$ cat config.mk
export PLATFORM = sky130hd
export DESIGN_NAME = instr_encode
export DESIGN_NICKNAME = d
export VERILOG_FILES = /design/src/rtl/instr_encode.sv
export SDC_FILE = /design/constraint.sdc
export NUM_CORES = 1
export LEC_CHECK = 0
export BUFFER_PORTS_ARGS = -buffer_cell sky130_fd_sc_hd__buf_2
export CORE_ASPECT_RATIO = 1.2
export CORE_MARGIN = 3
export CORE_UTILIZATION = 35
export CTS_BUF_LIST = sky130_fd_sc_hd__clkbuf_4
export CTS_CLUSTER_SIZE = 28
export DETAILED_ROUTE_END_ITERATION = 8
export GPL_TIMING_DRIVEN = 0
export MAX_ROUTING_LAYER = met4
export PLACE_DENSITY = 0.64
export SLEW_MARGIN = 20
export SYNTH_ARGS = -nofsm -noshare
export SYNTH_HDL_FRONTEND = slang
export SYNTH_SLANG_ARGS = --single-unit
$ cat constraint.sdc
create_clock -name clk -period 2.8 [get_ports clk]
set_input_delay 0.56 -clock clk [delete_from_list [all_inputs] [get_ports clk]]
set_output_delay 0.56 -clock clk [all_outputs]
set_load 0.02 [all_outputs]
$ cat src/rtl/instr_encode.sv
// instr_encode: RV32I instruction encoder with immediate range checks and a 2-entry
// address-tagged output FIFO. Rev 1.0
`default_nettype none

package instr_type;
  localparam int REGISTER_DESCRIPTOR_WIDTH = 5;
  localparam int OPERAND_WIDTH             = 32;

  typedef enum logic [5:0] {
    KIND_LUI, KIND_AUIPC, KIND_JAL, KIND_JALR,
    KIND_BEQ, KIND_BNE, KIND_BLT, KIND_BGE, KIND_BLTU, KIND_BGEU,
    KIND_LB, KIND_LH, KIND_LW, KIND_LBU, KIND_LHU,
    KIND_SB, KIND_SH, KIND_SW,
    KIND_ADDI, KIND_SLTI, KIND_SLTIU, KIND_XORI, KIND_ORI, KIND_ANDI,
    KIND_SLLI, KIND_SRLI, KIND_SRAI,
    KIND_ADD, KIND_SUB, KIND_SLL, KIND_SLT, KIND_SLTU, KIND_XOR, KIND_SRL, KIND_SRA,
    KIND_OR, KIND_AND,
    KIND_FENCE, KIND_FENCE_I, KIND_ECALL, KIND_EBREAK,
    KIND_CSRRW, KIND_CSRRS, KIND_CSRRC, KIND_CSRRWI, KIND_CSRRSI, KIND_CSRRCI
  } instr_kind_t;
endpackage

module instr_encode
  import instr_type::*;
#(
  parameter logic [31:0] BASE_ADDR = 32'h0000_0000
) (
  input  logic                                 clk,
  input  logic                                 rst,
  input  logic                                 restart,
  input  logic                                 in_valid,
  output logic                                 in_ready,
  input  instr_kind_t                          in_kind,
  input  logic [REGISTER_DESCRIPTOR_WIDTH-1:0] in_rs1,
  input  logic [REGISTER_DESCRIPTOR_WIDTH-1:0] in_rs2,
  input  logic [REGISTER_DESCRIPTOR_WIDTH-1:0] in_rd,
  input  logic [OPERAND_WIDTH-1:0]             in_imm,
  output logic                                 out_valid,
  input  logic                                 out_ready,
  output logic [31:0]                          out_instr,
  output logic [31:0]                          out_addr,
  output logic                                 err_imm,
  output logic [15:0]                          err_count
);

  localparam logic [6:0] OPC_LUI    = 7'b0110111;
  localparam logic [6:0] OPC_AUIPC  = 7'b0010111;
  localparam logic [6:0] OPC_JAL    = 7'b1101111;
  localparam logic [6:0] OPC_JALR   = 7'b1100111;
  localparam logic [6:0] OPC_BRANCH = 7'b1100011;
  localparam logic [6:0] OPC_LOAD   = 7'b0000011;
  localparam logic [6:0] OPC_STORE  = 7'b0100011;
  localparam logic [6:0] OPC_OPIMM  = 7'b0010011;
  localparam logic [6:0] OPC_OP     = 7'b0110011;
  localparam logic [6:0] OPC_MISC   = 7'b0001111;
  localparam logic [6:0] OPC_SYSTEM = 7'b1110011;

  localparam logic [6:0] F7_ALT = 7'b0100000;

  localparam logic [3:0] FMT_BAD   = 4'd0;
  localparam logic [3:0] FMT_R     = 4'd1;
  localparam logic [3:0] FMT_I     = 4'd2;
  localparam logic [3:0] FMT_SH    = 4'd3;
  localparam logic [3:0] FMT_S     = 4'd4;
  localparam logic [3:0] FMT_B     = 4'd5;
  localparam logic [3:0] FMT_U     = 4'd6;
  localparam logic [3:0] FMT_J     = 4'd7;
  localparam logic [3:0] FMT_FENCE = 4'd8;
  localparam logic [3:0] FMT_SYS   = 4'd9;

  logic [3:0]  fmt;
  logic [6:0]  opc;
  logic [2:0]  f3;
  logic [6:0]  f7;
  logic [11:0] sys_imm;
  logic [31:0] enc_word;
  logic        enc_legal;

  logic fits_12, fits_sh, fits_b, fits_j, fits_u;

  assign fits_12 = ($signed(in_imm) >= -32'sd2048) && ($signed(in_imm) <= 32'sd2047);
  assign fits_sh = (in_imm <= 32'd31);
  assign fits_b  = ($signed(in_imm) >= -32'sd4096) && ($signed(in_imm) <= 32'sd4094) && !in_imm[0];
  assign fits_j  = ($signed(in_imm) >= -32'sd1048576) && ($signed(in_imm) <= 32'sd1048574) && !in_imm[0];
  assign fits_u  = (in_imm[11:0] == 12'h000);

  // Kind decode: pick the field layout, opcode and function codes.
  always_comb begin
    fmt     = FMT_BAD;
    opc     = 7'b0;
    f3      = 3'b000;
    f7      = 7'b0;
    sys_imm = 12'h000;
    case (in_kind)
      KIND_LUI:     begin fmt = FMT_U;     opc = OPC_LUI;                 end
      KIND_AUIPC:   begin fmt = FMT_U;     opc = OPC_AUIPC;               end
      KIND_JAL:     begin fmt = FMT_J;     opc = OPC_JAL;                 end
      KIND_JALR:    begin fmt = FMT_I;     opc = OPC_JALR;   f3 = 3'b000; end
      KIND_BEQ:     begin fmt = FMT_B;     opc = OPC_BRANCH; f3 = 3'b000; end
      KIND_BNE:     begin fmt = FMT_B;     opc = OPC_BRANCH; f3 = 3'b001; end
      KIND_BLT:     begin fmt = FMT_B;     opc = OPC_BRANCH; f3 = 3'b100; end
      KIND_BGE:     begin fmt = FMT_B;     opc = OPC_BRANCH; f3 = 3'b101; end
      KIND_BLTU:    begin fmt = FMT_B;     opc = OPC_BRANCH; f3 = 3'b110; end
      KIND_BGEU:    begin fmt = FMT_B;     opc = OPC_BRANCH; f3 = 3'b111; end
      KIND_LB:      begin fmt = FMT_I;     opc = OPC_LOAD;   f3 = 3'b000; end
      KIND_LH:      begin fmt = FMT_I;     opc = OPC_LOAD;   f3 = 3'b001; end
      KIND_LW:      begin fmt = FMT_I;     opc = OPC_LOAD;   f3 = 3'b010; end
      KIND_LBU:     begin fmt = FMT_I;     opc = OPC_LOAD;   f3 = 3'b100; end
      KIND_LHU:     begin fmt = FMT_I;     opc = OPC_LOAD;   f3 = 3'b101; end
      KIND_SB:      begin fmt = FMT_S;     opc = OPC_STORE;  f3 = 3'b000; end
      KIND_SH:      begin fmt = FMT_S;     opc = OPC_STORE;  f3 = 3'b001; end
      KIND_SW:      begin fmt = FMT_S;     opc = OPC_STORE;  f3 = 3'b010; end
      KIND_ADDI:    begin fmt = FMT_I;     opc = OPC_OPIMM;  f3 = 3'b000; end
      KIND_SLTI:    begin fmt = FMT_I;     opc = OPC_OPIMM;  f3 = 3'b010; end
      KIND_SLTIU:   begin fmt = FMT_I;     opc = OPC_OPIMM;  f3 = 3'b011; end
      KIND_XORI:    begin fmt = FMT_I;     opc = OPC_OPIMM;  f3 = 3'b100; end
      KIND_ORI:     begin fmt = FMT_I;     opc = OPC_OPIMM;  f3 = 3'b110; end
      KIND_ANDI:    begin fmt = FMT_I;     opc = OPC_OPIMM;  f3 = 3'b111; end
      KIND_SLLI:    begin fmt = FMT_SH;    opc = OPC_OPIMM;  f3 = 3'b001; end
      KIND_SRLI:    begin fmt = FMT_SH;    opc = OPC_OPIMM;  f3 = 3'b101; end
      KIND_SRAI:    begin fmt = FMT_SH;    opc = OPC_OPIMM;  f3 = 3'b101; f7 = F7_ALT; end
      KIND_ADD:     begin fmt = FMT_R;     opc = OPC_OP;     f3 = 3'b000; end
      KIND_SUB:     begin fmt = FMT_R;     opc = OPC_OP;     f3 = 3'b000; f7 = F7_ALT; end
      KIND_SLL:     begin fmt = FMT_R;     opc = OPC_OP;     f3 = 3'b001; end
      KIND_SLT:     begin fmt = FMT_R;     opc = OPC_OP;     f3 = 3'b010; end
      KIND_SLTU:    begin fmt = FMT_R;     opc = OPC_OP;     f3 = 3'b011; end
      KIND_XOR:     begin fmt = FMT_R;     opc = OPC_OP;     f3 = 3'b100; end
      KIND_SRL:     begin fmt = FMT_R;     opc = OPC_OP;     f3 = 3'b101; end
      KIND_SRA:     begin fmt = FMT_R;     opc = OPC_OP;     f3 = 3'b101; f7 = F7_ALT; end
      KIND_OR:      begin fmt = FMT_R;     opc = OPC_OP;     f3 = 3'b110; end
      KIND_AND:     begin fmt = FMT_R;     opc = OPC_OP;     f3 = 3'b111; end
      KIND_FENCE:   begin fmt = FMT_FENCE; opc = OPC_MISC;   f3 = 3'b000; end
      KIND_FENCE_I: begin fmt = FMT_FENCE; opc = OPC_MISC;   f3 = 3'b001; end
      KIND_ECALL:   begin fmt = FMT_SYS;   sys_imm = 12'h000;             end
      KIND_EBREAK:  begin fmt = FMT_SYS;   sys_imm = 12'h001;             end
      // CSR forms share the I layout; the immediate variants carry zimm in rs1.
      KIND_CSRRW:   begin fmt = FMT_I;     opc = OPC_SYSTEM; f3 = 3'b001; end
      KIND_CSRRS:   begin fmt = FMT_I;     opc = OPC_SYSTEM; f3 = 3'b010; end
      KIND_CSRRC:   begin fmt = FMT_I;     opc = OPC_SYSTEM; f3 = 3'b011; end
      KIND_CSRRWI:  begin fmt = FMT_I;     opc = OPC_SYSTEM; f3 = 3'b101; end
      KIND_CSRRSI:  begin fmt = FMT_I;     opc = OPC_SYSTEM; f3 = 3'b110; end
      KIND_CSRRCI:  begin fmt = FMT_I;     opc = OPC_SYSTEM; f3 = 3'b111; end
      default:      begin fmt = FMT_BAD; end
    endcase
  end

  always_comb begin
    enc_word  = 32'h0;
    enc_legal = 1'b0;
    case (fmt)
      FMT_R:     begin enc_word = {f7, in_rs2, in_rs1, f3, in_rd, opc}; enc_legal = 1'b1; end
      FMT_I:     begin enc_word = {in_imm[11:0], in_rs1, f3, in_rd, opc}; enc_legal = fits_12; end
      FMT_FENCE: begin enc_word = {in_imm[11:0], in_rs1, f3, in_rd, opc}; enc_legal = 1'b1; end
      FMT_SH:    begin enc_word = {f7, in_imm[4:0], in_rs1, f3, in_rd, opc}; enc_legal = fits_sh; end
      FMT_S:     begin enc_word = {in_imm[11:5], in_rs2, in_rs1, f3, in_imm[4:0], opc}; enc_legal = fits_12; end
      FMT_B:     begin
        enc_word  = {in_imm[12], in_imm[10:5], in_rs2, in_rs1, f3, in_imm[4:1], in_imm[11], opc};
        enc_legal = fits_b;
      end
      FMT_U:     begin enc_word = {in_imm[31:12], in_rd, opc}; enc_legal = fits_u; end
      FMT_J:     begin
        enc_word  = {in_imm[20], in_imm[10:1], in_imm[11], in_imm[19:12], in_rd, opc};
        enc_legal = fits_j;
      end
      FMT_SYS:   begin enc_word = {sys_imm, 13'b0, OPC_SYSTEM}; enc_legal = 1'b1; end
      default:   begin enc_word = 32'h0; enc_legal = 1'b0; end
    endcase
  end

  logic [1:0]  count;
  logic [31:0] slot0_instr, slot0_addr, slot1_instr, slot1_addr;
  logic [31:0] next_addr;
  logic        accept, push, pop, drop;

  assign in_ready  = (count != 2'd2) && !restart;
  assign out_valid = (count != 2'd0);
  assign out_instr = out_valid ? slot0_instr : 32'h0;
  assign out_addr  = out_valid ? slot0_addr  : 32'h0;

  assign accept = in_valid && in_ready;
  assign push   = accept && enc_legal;
  assign drop   = accept && !enc_legal;
  assign pop    = out_valid && out_ready;

  always_ff @(posedge clk or negedge rst) begin
    if (!rst) begin
      count       <= 2'd0;
      slot0_instr <= 32'h0;
      slot0_addr  <= 32'h0;
      slot1_instr <= 32'h0;
      slot1_addr  <= 32'h0;
      next_addr   <= BASE_ADDR;
      err_imm     <= 1'b0;
      err_count   <= 16'h0;
    end else if (restart) begin
      count     <= 2'd0;
      next_addr <= BASE_ADDR;
      err_imm   <= 1'b0;
    end else begin
      err_imm <= drop;
      if (drop && (err_count != 16'hFFFF)) err_count <= err_count + 16'd1;
      if (push) next_addr <= next_addr + 32'd4;
      // Push with pop only occurs at occupancy 1, since a full FIFO blocks pushes.
      case ({push, pop})
        2'b10: begin
          if (count == 2'd0) begin
            slot0_instr <= enc_word;
            slot0_addr  <= next_addr;
          end else begin
            slot1_instr <= enc_word;
            slot1_addr  <= next_addr;
          end
          count <= count + 2'd1;
        end
        2'b01: begin
          slot0_instr <= slot1_instr;
          slot0_addr  <= slot1_addr;
          count       <= count - 2'd1;
        end
        2'b11: begin
          slot0_instr <= enc_word;
          slot0_addr  <= next_addr;
        end
        default: ;
      endcase
    end
  end

endmodule

`default_nettype wire

==> results.json, run 1 <==
{
  "outcome": "completed",
  "coreArea_sq_um": 26590,
  "crit_required_ps": 3300,
  "period_share": 0.9846,
  "r2r_slack_ps": 210,
  "clock_latency_ps": 580,
  "setup_viol": 0,
  "postRouteWirelength_mm": 30.22,
  "ys_seq_elements": 171,
  "critPathArrivalTime_ps": 3250,
  "yosysWarnings": 0,
  "endpoint_kind": "flop",
  "hold_class": "in -> reg",
  "max-cap-violations": 0,
  "root_buffer": "clkbuf_4",
  "synth_flop_cell": "dfrtp_1",
  "stdcell_area_sq_um": 11120,
  "fin_util": 0.4181,
  "synth_edf_count": 0,
  "dp_cells": 1557,
  "dpl_cell_area_sq_um": 10710,
  "port_buffers": 135,
  "cellPowerDensity_nw_per_um2": 475.0,
  "hold_depth": 4,
  "vias_per_cell": 5.514,
  "grt_max_degree": 94,
  "cts.clk_slew.worst_paths_ps": 150,
  "grt_util_all_layers": 0.2141,
  "drive_above_1_share": 0.2444,
  "path_class": "in -> reg",
  "holdPathEnd": "count[1]",
  "ios": 141,
  "synth_cell_types": 69,
  "clockBufferDepth": 2,
  "ant_nets": 0,
  "synth_cells": 1085,
  "rr_startpoint": "err_count[6]",
  "yosysMostFrequentCell": "dfrtp_1",
  "fp-row-count": 65,
  "leakage_nw": 5.144,
  "drc": 0,
  "crit_fanout": 10,
  "grt_pass1_vias": 8678,
  "fmax_mhz": 362.7,
  "die-area_sq_um": 29280,
  "routedWlPerCell_um": 18.98,
  "initial_core_util": 0.3587,
  "synthToLayoutAreaGrowth_pct": 16.57,
  "worstHoldStart": "out_ready",
  "synth_top_area_share": 0.4486,
  "drtIter0Drc": 583,
  "avgSynthCellArea_sq_um": 8.792,
  "period_needed_ps": 2757,
  "dp_hpwl_mm": 23.02,
  "ys_async_sr_fraction": 1.000,
  "yosysTopAreaCell": "dfrtp_1",
  "report.final.slew_viol_count": 0,
  "rsz0062_at_grt": "false",
  "ys_top_cells_by_count": "dfrtp_1, nor2_1, nand2_1",
  "startpoint_type": "primary input",
  "fin_skew_ps": 19.75,
  "yosysSeqAreaShare": 0.4486,
  "p_total_w": 0.005282,
  "fin_cells": 1592,
  "gp_congestion": 0.9349,
  "cts_buffers": 17,
  "htree_levels": 4,
  "numClockSinks": 171,
  "grt_pass1_wl_mm": 47.99,
  "drt_pass1_iterations": 5,
  "tritoncts": "built",
  "die_h_um": 186.8,
  "slew_headroom": 0.3864,
  "ys_top_cells_by_area": "dfrtp_1, mux2_2, a21oi_1",
  "irDropWorstVdd_mv": 0.2199,
  "die_w_um": 156.7,
  "worst_slew_pin_slew_ps": 920.5,
  "grt_overflow": 0,
  "hold_slack_ps": 370.8,
  "finalHoldViolations": 0,
  "reg2regPathDepth": 9,
  "antenna_found_initial": 1,
  "r2r_end": "err_count[7]",
  "nNetsFinal": 1304,
  "vias": 8779,
  "synth_area_sq_um": 9539
}
[registers in the layout (all words and copies together) (netlist names)]
signal / flops
err_imm: 1
err_count: 16
next_addr: 30
slot0_instr: 31
slot1_addr: 30
slot0_addr: 30
count: 2
slot1_instr: 31
[logic make-up (layout without fill, tap and decap cells)]
family / count (synthesis) / in the layout / synth area share
buf+inv: 95 / 265 / 0.04119
other cells: 1 / 3 / 0.0003931
compound gates: 268 / 268 / 0.1683
fa+ha+maj: 2 / 2 / 0.002623
xor+xnor: 33 / 33 / 0.03030
simple gates: 452 / 452 / 0.2347
flops: 171 / 171 / 0.4486
mux: 63 / 63 / 0.07398
[cell type report]
class,count,area [sq um]
well taps,335,419.2
clock buffers,18,135.1
diodes,1,2.502
repair buffers,140,745.7
flip-flops and latches,171,4279
fillers,2682,15470
inverters,16,62.56
multi-input cells,820,4966
clock inverters,13,110.1
plain buffers,78,399.1
[per-layer routing]
metal | wire length [um] | track usage | vias to the layer above
met4 | 915 | 0.08084 | 0
met5 | 0 | - | -
met3 | 1404 | 0.02847 | 52
met2 | 15020 | 0.3501 | 286
met1 | 12880 | 0.2695 | 4287
li1 | - | - | 4154
[worst max path at each step]
stage,cells after the start,start,end
finish,11,in_kind[1],slot1_instr[27]
CTS,12,in_kind[5],slot0_instr[6]
global placement,1,rst,slot1_instr[26]
global route,8,count[1],slot0_instr[28]
floorplan,10,in_imm[7],next_addr[21]
detailed placement,11,in_kind[1],slot0_addr[3]
[timing repair]
action	CTS	global route
pin swaps	1	1
gates resized for setup	30	37
endpoints found under the setup margin	190	196
hold endpoints to repair	78	0
hold buffers	1	0
buffers inserted	2	1
cloned	0	0
[layout by cell type, fill, tap and decap left out, drive strengths merged, types with 5 or more instances in the layout]
cell | Yosys | final
o21ai | 81 | 81
a21oi | 104 | 104
xnor2 | 18 | 18
nand4 | 13 | 13
mux2 | 60 | 60
dfrtp | 171 | 171
nor2b | 10 | 10
a31oi | 6 | 6
o211ai | 5 | 5
nand3 | 26 | 26
a22o | 15 | 15
o31ai | 7 | 7
nor3 | 23 | 23
nor2 | 125 | 125
nand2 | 115 | 115
and2 | 66 | 66
inv | 16 | 23
xor2 | 15 | 15
or3 | 9 | 9
or4 | 6 | 6
nor4 | 23 | 23
o22ai | 8 | 8
nand2b | 9 | 9
a22oi | 6 | 6
buf | 23 | 165
clkbuf | 56 | 70
and3 | 11 | 11
[worst max-delay path, stage by stage]
cell	delay, ps
buf_2	140
buf_2	200
nor2_2	380
nand2_1	90
a31oi_1	280
nor4_2	120
o211ai_1	320
nand2_2	230
nor3_4	270
buf_4	270
mux2_2	360
[per-stage QoR]
step	TNS, ps	worst slack, ps
after floorplan	-381.5	-137.7
after global placement	-408730	-1575
after detailed placement	-136360	-1035
after CTS	0	1.991
after global routing	0	7.063
final	0	43.26
[report_power, final]
group / total (W) / leakage (nW) / internal, W / switching, W
Sequential: 0.00295 / 2.26 / 0.00277 / 0.000184
Clock: 0.00132 / 0.133 / 0.000381 / 0.000942
Combinational: 0.00101 / 2.75 / 0.000370 / 0.000640
(Power assumes the default switching activity.)
==> inputs of run 2 (changes only) <==
Settings changed: BUFFER_PORTS_ARGS -buffer_cell sky130_fd_sc_hd__buf_2 to not set, DONT_BUFFER_PORTS set to 1, PLACE_DENSITY 0.64 to 0.6.
==> run 2 against run 1 <==
The flow now finishes with violations (hold timing); sequential cell count stayed put; clock skew is 5.3 ps higher; setup slack worse by 30 ps; total power is 1.4% lower; critical path type unchanged; critical endpoint is now slot0_instr[1].
==> results.json, run 2 (synthesis results as in run 1) <==
{
  "leakage_nw": 4.480,
  "grt_pass1_vias": 8185,
  "slew_headroom": 0.4224,
  "fin_skew_ps": 25.02,
  "endpoint_kind": "flop",
  "fin_ws_ps": 13.12,
  "die_w_um": 156.7,
  "dp_hpwl_mm": 21.90,
  "crit_chain": "buf_2 > buf_2 > nand3b_1 > o22ai_1 > a31o_2 > a31oi_2 > a21oi_1 > or3_1 > clkbuf_2 > clkbuf_4 > nor3_1 > nor2_1",
  "most-common-layout-cells": "dfrtp_1, nor2_1, nand2_1",
  "tritoncts": "built",
  "worst_slew_pin_slew_ps": 866.4,
  "violations": "hold timing",
  "hold_slack_ps": -330.1,
  "clock_latency_ps": 570,
  "ios": 141,
  "final_common_cell": "dfrtp_1",
  "root_buffer": "clkbuf_4",
  "routedWlPerCell_um": 20.20,
  "drtIter0Drc": 490,
  "cts_buffers": 17,
  "gp_congestion": 1.005,
  "htree_levels": 4,
  "top_regs": "slot0_instr: 31 flops, slot1_instr: 31 flops",
  "irDropWorstVdd_mv": 0.1874,
  "period_needed_ps": 2787,
  "critPathArrivalTime_ps": 3240,
  "startpoint_type": "primary input",
  "grt_overflow": 0,
  "outcome": "complete, but fails checks",
  "clockBufferDepth": 2,
  "grt_pass1_wl_mm": 45.99,
  "vias": 8173,
  "drc": 0,
  "max-cap-violations": 0,
  "initial_core_util": 0.3587,
  "coreArea_sq_um": 26590,
  "path_class": "in -> reg",
  "drive_above_1_share": 0.1504,
  "postRouteWirelength_mm": 29.36,
  "die_h_um": 186.8,
  "report.final.slew_viol_count": 0,
  "antenna_found_initial": 1,
  "nNetsFinal": 1165,
  "hold_class": "in -> async",
  "port_buffers": 0,
  "grt_util_all_layers": 0.2051,
  "cellPowerDensity_nw_per_um2": 500.7,
  "fmax_mhz": 358.8,
  "ant_nets": 0,
  "numClockSinks": 171,
  "place_ws_ps": -892.0,
  "crit_required_ps": 3250,
  "rsz0062_at_grt": "true",
  "synthToLayoutAreaGrowth_pct": 9.063,
  "fp-row-count": 65,
  "setup_viol": 0,
  "period_share": 0.9953,
  "cpMostUsedCell": "buf_2",
  "slowest_stage": "or3_1",
  "max_stage_delay_ps": 320,
  "drt_pass1_iterations": 5,
  "cts.clk_slew.worst_paths_ps": 140,
  "grt_max_degree": 172,
  "vias_per_cell": 5.625,
  "die-area_sq_um": 29280,
  "crit_fanout": 10,
  "finalHoldViolations": 171
}
==> run 2: routing by layer <==
metal | GRT usage | routed length [um] | up-vias
li1 | - | - | 3864
met1 | 0.2585 | 12350 | 3958
met2 | 0.3315 | 14450 | 318
met3 | 0.04050 | 1906 | 33
met4 | 0.06534 | 643 | 0
met5 | - | 0 | -
==> run 2: path summary, 6_finish.rpt <==
check / slack, ps / cells after the start / from / to
max in group asynchronous: 2810 / 0 / rst / slot0_instr[2]
hold reg to reg: 490 / 1 / slot1_instr[1] / slot1_instr[1]
hold / removal: -330 / 0 / rst / err_count[7]
setup / recovery: 10 / 12 / in_kind[5] / slot0_instr[1]
min in group clk: 210 / 3 / out_ready / count[1]
setup reg to reg: 210 / 9 / err_count[6] / err_count[15]
==> run 2: repair_timing <==
action / 4_1_cts / 5_1_grt
hold endpoints to repair: 171 / 171
pin swaps: 0 / 2
setup buffers: 0 / 1
gates resized for setup: 26 / 39
setup endpoints to repair: 167 / 128
==> run 2: cell type report <==
class	instances	area [sq um]
Fill cell	2661	16190
Multi-Input combinational cell	820	4956
Sequential cell	171	4279
Tap cell	335	419.2
Buffer	78	396.6
Clock inverter	13	145.1
Clock buffer	18	135.1
Inverter	16	62.56
Timing Repair Buffer	1	7.507
Antenna cell	1	2.502
==> run 2: through the flow <==
step | instance area (sq um) | utilization | TNS (ps) | total power [W] | cells
floorplan | 9580 | - | -381.5 | 0.003568 | 1086
global placement | 10000 | 0.3760 | -115000 | 0.003801 | 1421
detailed placement | 10000 | 0.3760 | -109040 | 0.003819 | 1421
CTS | 10330 | 0.3883 | 0 | 0.005262 | 1451
global route | 10400 | 0.3912 | -22.82 | 0.005531 | 1453
finish | 10400 | 0.3912 | 0 | 0.005209 | 1453
==> run 2: worst max-delay path, delay by kind of cell <==
kind / cells / cell delay, ps
compound gates: 4 / 790
simple gates: 4 / 940
buf+inv: 4 / 920
==> run 2: power by group <==
group / internal, W / leakage [nW] / total [W] / switching (W)
combinational: 0.000298 / 2.08 / 0.000777 / 0.000479
sequential: 0.00276 / 2.26 / 0.00300 / 0.000235
clock: 0.000543 / 0.141 / 0.00143 / 0.000890
==> inputs of run 3 (changes only) <==
Settings changed: CTS_BUF_LIST sky130_fd_sc_hd__clkbuf_4 to not set.
==> run 3 against run 2 <==
The run still ends with hold timing left; die area is the same; final area grew 4.2%; sequential power is essentially flat; combinational power grew 2%; clock power grew 65%; first-iteration DRC count shrank 2.0%; global-route usage grew 0.18 points; final cell count grew 0.21%; via count shrank 0.29%.
==> results.json, run 3 (synthesis results as in run 1) <==
{
  "outcome": "complete, but fails checks",
  "violations": "hold timing",
  "path_class": "in -> reg",
  "grt_max_degree": 172,
  "multi_input_area_sq_um": 5034,
  "fillerInstances": 2608,
  "drtIter0Drc": 480,
  "irDropWorstVdd_mv": 0.4351,
  "top_regs": "slot0_instr: 31 flops, slot1_instr: 31 flops",
  "fp-row-count": 65,
  "die_w_um": 156.7,
  "fin_cells": 1456,
  "critPathArrivalTime_ps": 3080,
  "startpoint_type": "primary input",
  "cts_buffers": 17,
  "vias_per_cell": 5.597,
  "fin_util": 0.4075,
  "hold_class": "in -> async",
  "finalHoldViolations": 171,
  "cellPowerDensity_nw_per_um2": 567.7,
  "grt_util_all_layers": 0.2069,
  "port_buffers": 0,
  "die-area_sq_um": 29280,
  "clock_latency_ps": 430,
  "fin_skew_ps": 9.801,
  "ant_nets": 0,
  "dp_hpwl_mm": 21.90,
  "initial_core_util": 0.3587,
  "slew_headroom": 0.3880,
  "period_share": 0.9744,
  "leakage_nw": 4.646,
  "most-common-layout-cells": "dfrtp_1, nor2_1, nand2_1",
  "grt_pass1_wl_mm": 46.40,
  "gp_congestion": 1.005,
  "htree_levels": 4,
  "period_needed_ps": 2728,
  "antenna_cells": 0,
  "max-cap-violations": 0,
  "grt_overflow": 0,
  "rsz0062_at_grt": "true",
  "routedWlPerCell_um": 20.25,
  "drive_above_1_share": 0.1632,
  "vias": 8149,
  "grt_pass1_vias": 8201,
  "setup_viol": 0,
  "die_h_um": 186.8,
  "antenna_found_initial": 0,
  "worst_slew_pin_slew_ps": 918.0,
  "coreArea_sq_um": 26590,
  "fmax_mhz": 366.5,
  "nNetsFinal": 1169,
  "final_common_cell": "dfrtp_1",
  "tritoncts": "built",
  "hold_slack_ps": -173.0,
  "root_buffer": "clkbuf_16",
  "report.final.slew_viol_count": 0,
  "postRouteWirelength_mm": 29.49,
  "numClockSinks": 171,
  "p_total_w": 0.006152,
  "crit_required_ps": 3150,
  "regArea_sq_um": 4279,
  "drc": 0,
  "drt_pass1_iterations": 5,
  "synthToLayoutAreaGrowth_pct": 13.60,
  "dp_cells": 1421,
  "cts.clk_slew.worst_paths_ps": 70,
  "endpoint_kind": "flop",
  "crit_fanout": 10,
  "ios": 141,
  "clockBufferDepth": 2
}
[run 3: cell count changes in the layout (fill, tap and decap cells not counted), sizes merged]
cell,change
buf,+3
clkbuf,+2
clkinv,-1
diode,-1
[run 3: critical path, cell delays in order]
cell and delay (ps):
buf_2 170, inv_1 270, a31oi_1 180, a311oi_1 300
o21ai_1 200, o211a_1 180, buf_6 140, or3_1 320
buf_6 150, or4_1 460, a21oi_1 150
[run 3: routing by layer]
| layer | up-vias | wire length [um] | track usage |
|---|---|---|---|
| met5 | - | 0 | - |
| met4 | 0 | 459 | 0.05793 |
| met3 | 28 | 1587 | 0.04143 |
| met2 | 231 | 14840 | 0.3394 |
| met1 | 4008 | 12600 | 0.2595 |
| li1 | 3882 | - | - |
[run 3: path summary, 6_finish.rpt]
path                                     start              end  slack [ps]  cells past startpoint
worst max-delay path                in_kind[5]    next_addr[21]          70                     11
worst min-delay path                       rst     err_count[7]        -170                      0
worst max register to register        count[1]  slot0_instr[12]         230                      8
worst min register to register  slot1_instr[1]   slot1_instr[1]         470                      1
max in group asynchronous                  rst  slot0_instr[24]        2780                      0
min in group clk                     out_ready         count[1]         360                      3
[run 3: report_power, final]
part	leakage [nW]	internal [W]	switching (W)	total, W
combinational	2.11	0.000305	0.000486	0.000790
clock	0.274	0.00134	0.00101	0.00236
sequential	2.26	0.00277	0.000236	0.00300
[run 3: final cells by class]
cell class	instances	area share
buffer	78	0.03903
inverter	16	0.005542
timing repair buffer	5	0.003464
clock buffer	19	0.04087
tap	335	0.03868
multi-input combinational	820	0.4645
clock inverter	12	0.01305
sequential	171	0.3949
[run 3: stage by stage]
stage / cell area (sq um) / setup TNS [ps] / worst slack, ps
global placement: 10000 / -115000 / -890.8
detailed placement: 10000 / -109040 / -892.0
finish: 10840 / 0 / 71.81
global route: 10840 / -169.8 / -55.06
floorplan: 9580 / -381.5 / -137.7
CTS: 10700 / 0 / 16.20
[run 3: timing repair]
action                                 4_1_cts  5_1_grt
pin swaps                                    1        3
gates resized for setup                     43       39
setup endpoints to repair                  142      138
buffers inserted                             2        3
endpoints found under the hold margin      171      171
